### src/rtl/mmio_pkg.sv
// mmio_pkg: shared I/O window base, register offsets and STATUS bit positions
package mmio_pkg;
  localparam logic [31:0] IO_BASE = 32'hFFFF_0000;
  localparam logic [3:0] OFF_R0 = 4'h0;
  localparam logic [3:0] OFF_R1 = 4'h4;
  localparam logic [3:0] OFF_ST = 4'h8;
  localparam int ST_EMPTY = 8;
  localparam int ST_FULL = 9;
  localparam int ST_OVF = 16;
endpackage

### src/rtl/mmio_if.sv
// mmio_if: core store/load bus, data-memory side, drain tick and display outputs; slave = bridge, master = environment
interface mmio_if;
  logic        mem_write_i;
  logic [31:0] addr_i;
  logic [31:0] wdata_i;
  logic [31:0] rdata_o;
  logic        dmem_we_o;
  logic [31:0] dmem_addr_o;
  logic [31:0] dmem_wdata_o;
  logic [31:0] dmem_rdata_i;
  logic        tick_i;
  logic [31:0] r0_o;
  logic [31:0] r1_o;
  modport slave(input mem_write_i, addr_i, wdata_i, dmem_rdata_i, tick_i,
                output rdata_o, dmem_we_o, dmem_addr_o, dmem_wdata_o, r0_o, r1_o);
  modport master(output mem_write_i, addr_i, wdata_i, dmem_rdata_i, tick_i,
                 input rdata_o, dmem_we_o, dmem_addr_o, dmem_wdata_o, r0_o, r1_o);
endinterface

### src/rtl/disp_wfifo.sv
// disp_wfifo: synchronous FIFO; ports clk, reset, i_push/i_pop/i_din in, o_dout/o_full/o_empty/o_count out; push when full accepted only with a same-cycle pop
module disp_wfifo #(
  parameter int DEPTH = 4,
  parameter int W = 33
) (
  input  logic                     clk,
  input  logic                     reset,
  input  logic                     i_push,
  input  logic                     i_pop,
  input  logic [W-1:0]             i_din,
  output logic [W-1:0]             o_dout,
  output logic                     o_full,
  output logic                     o_empty,
  output logic [$clog2(DEPTH):0]   o_count
);
  localparam int AW = $clog2(DEPTH);
  logic [W-1:0]  r_mem [DEPTH];
  logic [AW-1:0] r_wp, r_rp;
  logic [AW:0]   r_cnt;
  logic          w_push, w_pop;
  assign o_empty = r_cnt == '0;
  assign o_full  = r_cnt == (AW+1)'(DEPTH);
  assign o_count = r_cnt;
  assign o_dout  = r_mem[r_rp];
  assign w_pop   = i_pop & ~o_empty;
  assign w_push  = i_push & (~o_full | w_pop);
  always_ff @(posedge clk or posedge reset)
    if (reset) begin
      r_wp  <= '0;
      r_rp  <= '0;
      r_cnt <= '0;
    end else begin
      if (w_push) r_wp <= r_wp + 1'b1;
      if (w_pop) r_rp <= r_rp + 1'b1;
      r_cnt <= r_cnt + {{AW{1'b0}}, w_push} - {{AW{1'b0}}, w_pop};
    end
  always_ff @(posedge clk)
    if (w_push) r_mem[r_wp] <= i_din;
endmodule

### src/rtl/mmio_bridge.sv
// mmio_bridge: splits core accesses between data memory and a 16-byte I/O window (R0, R1, STATUS); ports clk, reset, mmio_if.slave bus
module mmio_bridge #(
  parameter logic [31:0] IO_BASE = mmio_pkg::IO_BASE,
  parameter int FIFO_DEPTH = 4
) (
  input logic   clk,
  input logic   reset,
  mmio_if.slave bus
);
  import mmio_pkg::*;
  localparam int CW = $clog2(FIFO_DEPTH) + 1;
  logic          w_hit, w_push, w_pop, w_st_wr, w_full, w_empty;
  logic [3:0]    w_off;
  logic [32:0]   w_dout;
  logic [CW-1:0] w_count;
  logic [31:0]   w_status;
  logic          r_ovf;
  logic [31:0]   r_r0, r_r1;
  assign w_hit   = bus.addr_i[31:4] == IO_BASE[31:4];
  assign w_off   = bus.addr_i[3:0];
  assign w_push  = bus.mem_write_i & w_hit & (w_off == OFF_R0 | w_off == OFF_R1);
  assign w_st_wr = bus.mem_write_i & w_hit & w_off == OFF_ST;
  assign w_pop   = bus.tick_i & ~w_empty;
  assign bus.dmem_addr_o  = bus.addr_i;
  assign bus.dmem_wdata_o = bus.wdata_i;
  assign bus.dmem_we_o    = bus.mem_write_i & ~w_hit;
  assign bus.r0_o = r_r0;
  assign bus.r1_o = r_r1;
  disp_wfifo #(.DEPTH(FIFO_DEPTH), .W(33)) u_fifo (
    .clk(clk), .reset(reset), .i_push(w_push), .i_pop(w_pop),
    .i_din({w_off == OFF_R1, bus.wdata_i}), .o_dout(w_dout),
    .o_full(w_full), .o_empty(w_empty), .o_count(w_count)
  );
  always_comb begin
    w_status = '0;
    w_status[4:0] = 5'(w_count);
    w_status[ST_EMPTY] = w_empty;
    w_status[ST_FULL] = w_full;
    w_status[ST_OVF] = r_ovf;
    bus.rdata_o = !w_hit ? bus.dmem_rdata_i :
                  w_off == OFF_R0 ? r_r0 :
                  w_off == OFF_R1 ? r_r1 :
                  w_off == OFF_ST ? w_status : '0;
  end
  always_ff @(posedge clk or posedge reset)
    if (reset) begin
      r_ovf <= 1'b0;
      r_r0  <= '0;
      r_r1  <= '0;
    end else begin
      if (w_st_wr) r_ovf <= 1'b0;
      else if (w_push & w_full & ~w_pop) r_ovf <= 1'b1;
      if (w_pop & w_dout[32]) r_r1 <= w_dout[31:0];
      if (w_pop & ~w_dout[32]) r_r0 <= w_dout[31:0];
    end
endmodule

### src/flat_wrapper.sv
// flat-port wrapper written by rule: the top's interface ports become plain ports
module mmio_bridge_flat import mmio_pkg::*;
#(
  parameter logic [31:0] IO_BASE = mmio_pkg::IO_BASE,
  parameter int FIFO_DEPTH = 4
)
  (clk, reset, bus_mem_write_i, bus_addr_i, bus_wdata_i, bus_dmem_rdata_i, bus_tick_i, bus_rdata_o, bus_dmem_we_o, bus_dmem_addr_o, bus_dmem_wdata_o, bus_r0_o, bus_r1_o);
  mmio_if bus_i ();
  input logic clk;
  input logic reset;
  input wire logic [$bits(bus_i.mem_write_i)-1:0] bus_mem_write_i;
  input wire logic [$bits(bus_i.addr_i)-1:0] bus_addr_i;
  input wire logic [$bits(bus_i.wdata_i)-1:0] bus_wdata_i;
  input wire logic [$bits(bus_i.dmem_rdata_i)-1:0] bus_dmem_rdata_i;
  input wire logic [$bits(bus_i.tick_i)-1:0] bus_tick_i;
  output wire logic [$bits(bus_i.rdata_o)-1:0] bus_rdata_o;
  output wire logic [$bits(bus_i.dmem_we_o)-1:0] bus_dmem_we_o;
  output wire logic [$bits(bus_i.dmem_addr_o)-1:0] bus_dmem_addr_o;
  output wire logic [$bits(bus_i.dmem_wdata_o)-1:0] bus_dmem_wdata_o;
  output wire logic [$bits(bus_i.r0_o)-1:0] bus_r0_o;
  output wire logic [$bits(bus_i.r1_o)-1:0] bus_r1_o;
  assign bus_i.mem_write_i = bus_mem_write_i;
  assign bus_i.addr_i = bus_addr_i;
  assign bus_i.wdata_i = bus_wdata_i;
  assign bus_i.dmem_rdata_i = bus_dmem_rdata_i;
  assign bus_i.tick_i = bus_tick_i;
  assign bus_rdata_o = bus_i.rdata_o;
  assign bus_dmem_we_o = bus_i.dmem_we_o;
  assign bus_dmem_addr_o = bus_i.dmem_addr_o;
  assign bus_dmem_wdata_o = bus_i.dmem_wdata_o;
  assign bus_r0_o = bus_i.r0_o;
  assign bus_r1_o = bus_i.r1_o;
  mmio_bridge #(.IO_BASE(IO_BASE), .FIFO_DEPTH(FIFO_DEPTH)) u_core (.clk(clk), .reset(reset), .bus(bus_i));
endmodule
### config.mk
export PLATFORM = sky130hd
export DESIGN_NAME = mmio_bridge_flat
export DESIGN_NICKNAME = d
export VERILOG_FILES = /design/src/rtl/mmio_pkg.sv /design/src/rtl/mmio_if.sv /design/src/rtl/disp_wfifo.sv /design/src/rtl/mmio_bridge.sv /design/src/flat_wrapper.sv
export SDC_FILE = /design/constraint.sdc
export NUM_CORES = 1
export LEC_CHECK = 0
export BUFFER_PORTS_ARGS = -buffer_cell sky130_fd_sc_hd__buf_2
export CORE_MARGIN = 1
export CORE_UTILIZATION = 38
export CTS_BUF_LIST = sky130_fd_sc_hd__clkbuf_4 sky130_fd_sc_hd__clkbuf_8
export DETAILED_ROUTE_END_ITERATION = 10
export GPL_TIMING_DRIVEN = 0
export RECOVER_POWER = 25
export SYNTH_ARGS = -nofsm -noshare
export SYNTH_HDL_FRONTEND = slang
export SYNTH_SLANG_ARGS = --single-unit
### constraint.sdc
create_clock -name clk -period 4.3 [get_ports clk]
set_input_delay 0.86 -clock clk [delete_from_list [all_inputs] [get_ports clk]]
set_output_delay 0.86 -clock clk [all_outputs]
set_load 0.005 [all_outputs]
Word-level counts from Yosys, hierarchy flattened
Memories as Yosys holds them, arrays and structs flattened.
Cells that the tools add are included.
W data, S select, Z words.
{"block": "classes", "addsub": 4, "n_eq_ne": 4, "n_mux": 8, "bitwise_logic": 18, "n_reduce_logical": 3}
{"op": "$mux W32", "count": 3}
{"op": "$eq A28 B28 Y1 const B", "count": 1}
{"op": "$mux W17", "count": 1}
{"op": "$and A1 B1 Y1", "count": 11}
{"op": "$not A1 Y1", "count": 5}
{"op": "$add A2 B1 Y2 const B", "count": 2}
{"op": "$eq A4 B3 Y1 const B", "count": 1}
{"op": "$eq A4 B4 Y1 const B", "count": 1}
{"op": "$logic_not A4 Y1", "count": 1}
{"op": "$mux W1", "count": 4}
{"op": "$add A3 B1 Y3", "count": 1}
{"op": "$eq A3 B3 Y1 const B", "count": 1}
{"op": "$logic_not A3 Y1", "count": 1}
{"op": "$sub A3 B1 Y3", "count": 1}
{"op": "$or A1 B1 Y1", "count": 2}
{"op": "$reduce_bool A2 Y1", "count": 1}
{"block": "totals", "ff_bits": 72, "mem_bits_rw": 132, "output_inout_bits": 161, "memories": 1}
{"memory": "u_core.u_fifo.r_mem", "depth": 4, "width": 33, "read_ports": 1, "rd_ports_with_merged_regs": 0, "wr": 1, "line_no": "disp_wfifo.sv:17", "text": "logic [W-1:0] r_mem [DEPTH];"}

Longest topological paths before layout
{"block": "depth", "word_depth": 8, "depth_mapped": 9, "depth_no_buf": 8}

By module
From an unflattened synthesis, not the netlist that was laid out.
{"block": "unflattened", "cells_unflattened": 528, "area_unflattened_um2": 9240.1}
{"module": "disp_wfifo", "instances": 1, "cells_each": 210, "area_each_um2": 5262.5}
{"module": "mmio_bridge", "instances": 1, "cells_each": 318, "area_each_um2": 3977.6}

Worst setup path before layout
OpenSTA, ideal clock, no wires.
{"block": "synth_path", "path_kind": "input-to-reg", "start": "input bus_addr_i[13]", "end": "memory u_core.u_fifo.r_mem[0][0] (enable)", "setup_ns": 0.464, "t_arrival_ns": 4.106, "required_time_ns": 3.836, "setup_slack_ns": -0.271, "stages": 6, "n_path_buf": 2, "cell_sequence": "nor4b_1 > nand4_1 > nand2b_1 > buf_6 > buf_6 > nor3_1"}
{"block": "synth_between", "elab_chain_cells": 6}
{"element": "start, declared", "line_no": "flat_wrapper.sv:12", "text": "input wire logic [$bits(bus_i.addr_i)-1:0] bus_addr_i;"}
{"element": "$eq A28 B28 Y1", "line_no": "mmio_bridge.sv:19", "text": "assign w_hit = bus.addr_i[31:4] == IO_BASE[31:4];"}
{"element": "$and A1 B1 Y1 (2 in a row)", "line_no": "mmio_bridge.sv:21", "text": "assign w_push = bus.mem_write_i & w_hit & (w_off == OFF_R0 | w_off == OFF_R1);"}
{"element": "$and A1 B1 Y1", "line_no": "disp_wfifo.sv:26", "text": "assign w_push = i_push & (~o_full | w_pop);"}
{"element": "$mux W1", "line_no": "disp_wfifo.sv:38", "text": "if (w_push) r_mem[r_wp] <= i_din;"}
{"element": "$mux W1 (implied by the code)", "line_no": "disp_wfifo.sv:38"}
{"element": "end, declared", "line_no": "disp_wfifo.sv:17"}
No other way between the ends.

Final worst setup path
{"block": "layout_path", "start": "input bus_addr_i[5]", "end": "output bus_rdata_o[24]"}
{"block": "layout_between", "elab_chain_cells": 2}
{"element": "$eq A28 B28 Y1", "line_no": "mmio_bridge.sv:19"}
{"element": "$mux W32", "line_no": "mmio_bridge.sv:40", "text": "bus.rdata_o = !w_hit ? bus.dmem_rdata_i :"}
{"element": "end, declared", "line_no": "flat_wrapper.sv:16", "text": "output wire logic [$bits(bus_i.rdata_o)-1:0] bus_rdata_o;"}
No other way between the ends.

==> summary.md <==
| Metric | Value |
|---|---|
| Status | `finished, violations left` |
| Failing checks | `max-capacitance violations, max-slew violations` |
| Avg Cell Area, Syn | `about 16 um^2` |
| I/O pins | `about 260` |
| Final setup vio count | `0` |
| Global route total overflow | `0` |
| Largest net degree at the start of global routing | `39` |
| Die width | `~160 um` |
| Cell count after synthesis | `566` |
| H-tree depth | `2` |
| Tcrit/Tclk final | `0.874` |
| Num Clock Sinks | `204` |
| Most frequent cell after synthesis | `edfxtp_1` |
| Critical path capture point type | `primary output` |
| Synth cell count leaders | `edfxtp_1 (132), dfrtp_1 (72), buf_4 (64), mux2_2 (38), mux4_2 (33)` |
| Die Height | `between 150 and 200 um` |
| Core Area | `0.0237 mm^2` |
| Post-synth cell types | `39` |
| Clk pin slew, worst setup/hold paths | `60 ps` |
| # DRC | `0` |
| Power per cell area | `about 540 mW/mm^2` |
| Area of the multi-input gates | `around 0.0028 mm^2` |
| Setup bufs post-CTS | `0` |
| Final core occ | `0.498` |
| Area delta synth->final | `27.4%` |
| # diodes | `0` |
| Yosys reg bits | `between 200 and 250` |
| Main flop type after synthesis | `edfxtp_1` |
| Crit path arrival time | `2900 ps` |
| WP data required | `~3400 ps` |
| Tightest Pin Transition | `around 1700 ps` |
| Mapped Area | `between 0.009 and 0.01 mm^2` |
| Crit-path max FO | `10` |
| WHS | `~540 ps` |
| DR WL/cell | `about 19 um` |
| Initial core utilization | `0.391` |
| TritonRoute pass-1 iters | `5` |
| Unrepaired setup endpoints after global routing | `false` |
| Vias | `a little under 6000` |
| Period minus WS final | `3760 ps` |
| Initial antenna violation count | `0` |
| CTS Buf Count | `35` |
| Hold Buf Count CTS | `0` |
| Fin area | `about 0.012 mm^2` |
| Post-synth ARST share | `0.353` |
| Final Skew | `about 13 ps` |
| Worst vdd ir | `0.000205 V` |
| Reg area | `about 0.0058 mm^2` |
| DRT iter0 DRCs | `187` |
| Placed inst area | `between 0.01 and 0.015 mm^2` |
| Fmax | `between 0.2 and 0.3 GHz` |
| Clock Latency Late Sink | `slightly above 500 ps` |
| IO buf count | `around 260` |
| Clock Path Buffers | `3` |
| Hpwl dp | `17200 um` |
| Vias in the first global route | `5821` |
| Area contributors post-synth | `edfxtp_1 (43%), dfrtp_1 (19%), mux4_2 (8.0%)` |
| Cell taking the most area after synthesis | `edfxtp_1` |
| Max-cap violation count | `1` |
| CTS-repair resized insts | `0` |
| Share of the synthesized area in the top cell type | `0.428` |
| DR vias/cell | `4.86` |
| Max Slew Vio Count | `35` |
| Setup TNS | `0 ps` |
| Post-DRT Antenna Nets | `0` |
| Root buffer cell | `clkbuf_8` |
| Synthesized Nets | `around 670` |
| Fillers | `approximately 2100` |
| CTS tree | `built` |
| Final WS setup | `between 500 and 600 ps` |
| # rows | `56` |
| Kind of critical path | `in -> out` |
| Yosys warnings | `0` |
| Fin nets | `roughly 980` |
| Final WL | `23300 um` |
| GPL Wtd Cong | `0.783` |
| Total track usage | `0.188` |
| Setup WS pre-CTS | `424 ps` |
| Die ar. | `around 0.025 mm^2` |
| Global-route wire length before repair | `~34000 um` |
| CP startpoint kind | `input port` |
| Hold WC Path Type | `reg -> reg` |
| Share of the yosys chip area belonging to registers | `0.622` |
| Final Hold Viols | `0` |
| EDFF count, synth | `132` |
| Fraction of layout cells with a size suffix above 1 | `0.541` |
| Leak | `4.91 nW` |
| Slew headroom | `-0.137` |
[metal layers]
layer  global-route usage  wire (um)  part of all wire  up-vias
met2                0.327      11700              0.50      197
li1                     -          -                 -     2727
met1                0.243      10200              0.44     2981
met4               0.0485        345             0.015        0
met5                    0          0                 0        -
met3               0.0287       1060             0.045       28
[per-stage QoR]
step                power, W  instances
detailed placement   0.00479       1160
floorplan            0.00400        566
global placement     0.00477       1144
finish               0.00641       1221
CTS                  0.00651       1221
global route         0.00675       1221
[power by group]
part	total (W)	internal (W)	leakage, nW	switching, W
Sequential	0.00271	0.00243	2.05	0.000280
Combinational	0.00200	0.00114	2.50	0.000857
Clock	0.00169	0.000956	0.356	0.000738
Total	0.00641	0.00453	4.91	0.00188
[flip-flops by register name, indices dropped and copies added, names as in the netlist]
register,flops
u_core.bus.r1_o,32
u_core.bus.r0_o,32
u_core.u_fifo.r_wp,2
u_core.u_fifo.o_count,3
u_core.r_ovf,1
u_core.u_fifo.r_mem,132
u_core.u_fifo.r_rp,2
[path summary, 6_finish.rpt]
check | from | end | slack [ps] | cells past startpoint
max in group asynchronous | reset | u_core.bus.r0_o[30] | 2680 | 3
max | bus_addr_i[5] | bus_rdata_o[24] | 540 | 8
max reg2reg | u_core.u_fifo.o_count[1] | u_core.u_fifo.r_mem[3][4] | 1970 | 5
min in group asynchronous | reset | u_core.bus.r1_o[15] | 750 | 2
min reg2reg | u_core.bus.r1_o[25] | u_core.bus.r1_o[25] | 540 | 1
min | u_core.bus.r1_o[25] | u_core.bus.r1_o[25] | 540 | 1
[critical path, stage by stage]
cell and delay [ps]:
buf_2 120, nor4_1 320, nand4_1 380, nand2b_1 300, buf_6 170, buf_6 160
o31ai_1 380, buf_2 190
[area by class of cell]
class / instances / share of cell area
buffer: 97 / 0.0590
timing repair buffer: 275 / 0.122
tap: 319 / 0.0338
clock buffer: 50 / 0.0509
sequential: 204 / 0.488
multi-input combinational: 254 / 0.236
inverter: 11 / 0.00360
clock inverter: 11 / 0.00625
[cells by family (layout without fill, tap and decap cells)]
kind of cell    after synthesis  count (layout)  share of synthesized area
flops                       204             204                      0.622
xor+xnor                      5               5                    0.00473
mux                         132             132                      0.208
buf+inv                     108             444                     0.0797
simple gates                 42              42                     0.0290
compound gates               69              69                     0.0470
fa+ha+maj                     6               6                    0.00891
[cells in the final DEF (no fill, tap or decap), types with 3 or more instances in the layout]
cell type / instances
nor3_1: 3
o31ai_1: 30
and2_1: 3
buf_8: 3
nor2_1: 3
clkbuf_1: 47
nand4_1: 4
inv_1: 10
ha_1: 5
nor2b_1: 3
buf_2: 232
nor3_2: 4
buf_1: 3
clkinv_1: 7
mux2i_1: 31
mux2_4: 30
edfxtp_1: 132
mux2_2: 38
clkbuf_8: 36
o21ai_0: 30
nand2_1: 5
nand2b_1: 3
buf_6: 21
mux4_2: 33
xnor2_1: 5
dfrtp_1: 72
or2_2: 3
a21oi_1: 5
clkbuf_4: 14
buf_4: 65
Note: power is estimated with default switching activity, not from simulation.
